`src/rtl/multi4.sv`:
```
// multi4: 4x4 sequential shift-add multiplier, IDLE -> CALC (4 edges) -> DONE.
// Define MULTI4_SIGNED_EN to treat A, B and P as two's complement.
module multi4 (
   input  logic       clk,
   input  logic       rst,
   input  logic       start,
   input  logic [3:0] A,
   input  logic [3:0] B,
   output logic [7:0] P,
   output logic       busy,
   output logic       done
);

   typedef enum logic [1:0] {
      S_IDLE = 2'd0,
      S_CALC = 2'd1,
      S_DONE = 2'd2
   } state_t;

   state_t     state;
   logic [3:0] a_q;
   logic [3:0] b_q;
   logic [7:0] acc;
   logic [1:0] cnt;

   logic [7:0] a_ext;
   logic [7:0] pp;
   logic [7:0] acc_next;

   // Partial product for the current iteration and the accumulator it produces.
   // NOTE: every variable gets a default at the top of always_comb so no path leaves it unassigned (no latch).
   always_comb begin
`ifdef MULTI4_SIGNED_EN
      a_ext = {{4{a_q[3]}}, a_q};
`else
      a_ext = {4'b0000, a_q};
`endif
      pp       = a_ext << cnt;
      acc_next = acc;
      if (b_q[cnt]) begin
`ifdef MULTI4_SIGNED_EN
         // B[3] carries weight -8 in two's complement, so its partial product is subtracted.
         if (cnt == 2'd3) acc_next = acc - pp;
         else             acc_next = acc + pp;
`else
         acc_next = acc + pp;
`endif
      end
   end

   // NOTE: sequential state uses non-blocking assignments so every register samples pre-edge values.
   always_ff @(posedge clk or posedge rst) begin
      if (rst) begin
         state <= S_IDLE;
         a_q   <= 4'h0;
         b_q   <= 4'h0;
         acc   <= 8'h00;
         cnt   <= 2'd0;
         P     <= 8'h00;
         busy  <= 1'b0;
         done  <= 1'b0;
      end else begin
         done <= 1'b0;
         case (state)
            S_IDLE, S_DONE: begin
               if (start) begin
                  state <= S_CALC;
                  a_q   <= A;
                  b_q   <= B;
                  acc   <= 8'h00;
                  cnt   <= 2'd0;
                  busy  <= 1'b1;
               end else begin
                  state <= S_IDLE;
               end
            end
            S_CALC: begin
               acc <= acc_next;
               cnt <= cnt + 2'd1;
               // Last iteration: publish the finished accumulator directly into P.
               if (cnt == 2'd3) begin
                  P     <= acc_next;
                  state <= S_DONE;
                  busy  <= 1'b0;
                  done  <= 1'b1;
               end
            end
            default: begin
               state <= S_IDLE;
               busy  <= 1'b0;
            end
         endcase
      end
   end

endmodule

```
`config.mk`:
```
export PLATFORM = sky130hd
export DESIGN_NAME = multi4
export DESIGN_NICKNAME = d
export VERILOG_FILES = /design/src/rtl/multi4.sv
export SDC_FILE = /design/constraint.sdc
export NUM_CORES = 1
export LEC_CHECK = 0
export ABC_AREA = 1
export BUFFER_PORTS_ARGS = -buffer_cell sky130_fd_sc_hd__buf_4
export CAP_MARGIN = 20
export CORE_ASPECT_RATIO = 1.75
export CORE_MARGIN = 2
export CORE_UTILIZATION = 50
export CTS_CLUSTER_DIAMETER = 100
export DETAILED_ROUTE_END_ITERATION = 8
export HOLD_SLACK_MARGIN = 0.03
export PLACE_DENSITY = 0.73
export SETUP_SLACK_MARGIN = 0.05
export SLEW_MARGIN = 10
export SYNTH_ARGS = -nofsm -noshare
export SYNTH_HDL_FRONTEND = slang
export SYNTH_SLANG_ARGS = --single-unit
export TNS_END_PERCENT = 100
```
`constraint.sdc`:
```
create_clock -name clk -period 1.9 [get_ports clk]
set_input_delay 0 -clock clk [delete_from_list [all_inputs] [get_ports clk]]
set_output_delay 0 -clock clk [all_outputs]
set_load 0.05 [all_outputs]
```
==> summary.txt <==
Synth
  – Synth top area cells: dfrtp_1, nand2_1, ha_1
  – Avg Cell Area, Syn: 7.81 sq um
  – Net Count, Synth: 242
  – Sequential cell area fraction in the yosys report: 43.3%
  – Synth warn: 0
  – #FFs+latches synth: 30
  – Gate Count Post-Synth: 222
  – Share of the synthesized area in the top cell type: 43.3%
  – Synthesized area: 1730 sq um
  – Count of unique library cells instantiated by Yosys: 25
  – Largest area contributor in the netlist: dfrtp_1

Timing
  – Endpoints failing setup: 6
  – Clock skew: 0.00483 ns
  – Setup WS post-layout: -0.0500 ns
  – RSZ-0062 raised after global routing: true
  – Final period utilization: 103%
  – Slew Limit Fails: 0
  – Slew headroom: 74.2%
  – Minimum clock period after layout: 1.95 ns
  – Peak Freq: 0.513 GHz
  – Fin. Hold Viols: 0
  – Worst slew pin tran: 0.388 ns

GRT
  – Initial antenna violation count: 0
  – Overflow after GRT: 0
  – First-pass GRT wire length: 6440 um
  – Overall routing resource usage: 21.3%
  – Largest net degree at the start of global routing: 31
  – Vias in the first global route: 1,545

Die
  – IO Count: 21
  – Std cell rows: 28
  – Die height: 81.9 um
  – Die area: 3970 sq um
  – Initial Util: 51.5%
  – Die W: 48.5 um
  – Core area: 3360 sq um

Critical path
  – CP most frequent cell: nand2_1
  – Req. time, crit path: 2.12 ns
  – CP Class: flop to flop
  – Crit path cell chain: buf_6 > o21ai_2 > o21ai_2 > ha_1 > nand2_1 > nand2_2 > a21oi_2 > nand2_1 > nand2_1 > nand2_1 > nand2_1 > nand2_1 > nand2_1
  – CP max stage cell: dfrtp_2
  – CP max stage delay: 0.43 ns
  – Crit-path max FO: 5
  – CP Data Arrival Time: 2.17 ns
  – CP Capture Type: flop
  – CP startpoint kind: flop

Finish
  – Layout cells sized above 1: 33.8%
  – Area occupied by multi-input gates: 967 sq um
  – Layout fillers: 296
  – Final nets: 285
  – Storage element area: 753 sq um
  – Util after Layout: 68.9%
  – Ant diodes: 0
  – Layout area overhead: 33.8%

Placement
  – IO Port Bufs: 20
  – GPL Wtd Cong: 0.957
  – Detail Placement HPWL: 2830 um

Route
  – Via density: 5.07
  – 1st-pass router iterations: 4
  – Final wirelength: 4070 um
  – Routed WL per cell: 13.1 um
  – Routed Antenna Nets: 0
  – Initial drt markers: 31
  – Vias: 1,577
  – Residual DRC: 0

Clock network
  – Clock Latency Late Sink: 0.28 ns
  – CTS tree: yes
  – CTS buffer count: 5
  – CTS max path bufs: 2
  – Root buffer cell: clkbuf_8
  – Sink Count: 30
  – H-tree depth: 2
  – Clk slew on worst S/H paths: 0.06 ns

Hold path
  – Worst hold path type: input port to flop

Run status
  – Failing checks: setup timing
  – Status: finished with violations

Job
  – Max-cap viol count: 0
layer usage:
layer  wire length [um]  up-vias  track usage, %
li1                   -      787               -
met1               1460      740            21.1
met2               2340       36            41.4
met3                107       14            3.82
met4                156        0            12.3
met5                  0        -               0
repair_timing:
action / 4_1_cts / 5_1_grt
pin swaps: 0 / 19
gates resized for setup: 5 / 39
hold endpoints to repair: 38 / 0
hold buffers: 9 / 0
endpoints found under the setup margin: 14 / 15
setup buffers: 0 / 3
path summary, 6_finish.rpt:
check | from | end | slack, ns | depth (start not counted)
worst min register to register | P[3]$_DFFE_PP0P_ | P[3]$_DFFE_PP0P_ | 0.48 | 2
min in group asynchronous | rst | a_q[2]$_DFFE_PP0P_ | 0.35 | 4
worst min-delay path | start | busy$_DFFE_PP0P_ | 0.06 | 3
max in group asynchronous | rst | cnt[0]$_DFFE_PP0P_ | 1.24 | 4
worst max register to register | cnt[0]$_DFFE_PP0P_ | acc[7]$_DFFE_PP0P_ | -0.05 | 13
worst max-delay path | cnt[0]$_DFFE_PP0P_ | acc[7]$_DFFE_PP0P_ | -0.05 | 13
kinds of logic after synthesis:
kind of cell / count (synthesis) / synth area share, %
DFF: 30 / 43.3
AOI/OAI and AO/OA: 26 / 7.94
buffers and inverters: 32 / 8.81
muxes: 4 / 2.53
adders and majority gates: 9 / 6.93
and+or+nand+nor: 121 / 30.5
per-stage QoR:
stage | area, sq um | hold WS, ns | cells | setup slack [ns] | setup TNS (ns)
finish | 2320 | 0.0575 | 311 | -0.0500 | -0.173
global route | 2320 | 0.0742 | 311 | -0.195 | -1.07
CTS | 2160 | 0.0656 | 308 | 0.0306 | 0
detailed placement | 1970 | 0.104 | 291 | -0.0686 | -0.276
global placement | 1970 | 0.0977 | 291 | -0.0354 | -0.108
floorplan | 1750 | 0.0908 | 222 | 0.0387 | 0
layout by cell type, fill, tap and decap left out, types with 7 or more instances in the layout:
cell and count:
inv_1 21, buf_4 30, nand2_1 68, dlygate4sd3_1 9, nand3_1 7, nor2_1 16
dfrtp_1 28, nand2_2 11, a21oi_1 7
state kept, by name, summed over array words and instances, names as in the netlist:
| name | flops |
|---|---|
| state | 2 |
| cnt | 2 |
| a_q | 4 |
| acc | 8 |
| done | 1 |
| b_q | 4 |
| P | 8 |
| busy | 1 |
worst max-delay path, delay by kind of cell, from the launching register on:
kind / cells / cell delay, ns
buffers and inverters: 1 / 0.15
AO/OA/AOI/OAI: 3 / 0.40
flip-flops: 1 / 0.43
AND/OR/NAND/NOR: 8 / 0.58
adder cells (fa/ha/maj): 1 / 0.34
cell usage after synthesis, drive strengths merged:
library cell and instances:
dfrtp 30, nand4 1, nand3b 1, mux2i 1, or2 3, o21ai 17
nand3 14, inv 26, a21oi 9, nor2 22, nand2 79, mux2 3
ha 8, nor3 1, fa 1, buf 6
final cells by class:
class	count	area share, %
multi-input combinational	160	41.7
sequential	30	32.5
timing repair buffer	42	15.1
inverter	26	4.21
clock buffer	6	3.56
tap	45	2.43
clock inverter	2	0.540
Power is left out: the tool's default activity adds up to more than one toggle a clock period on the data nets, which glitch-free logic cannot reach.
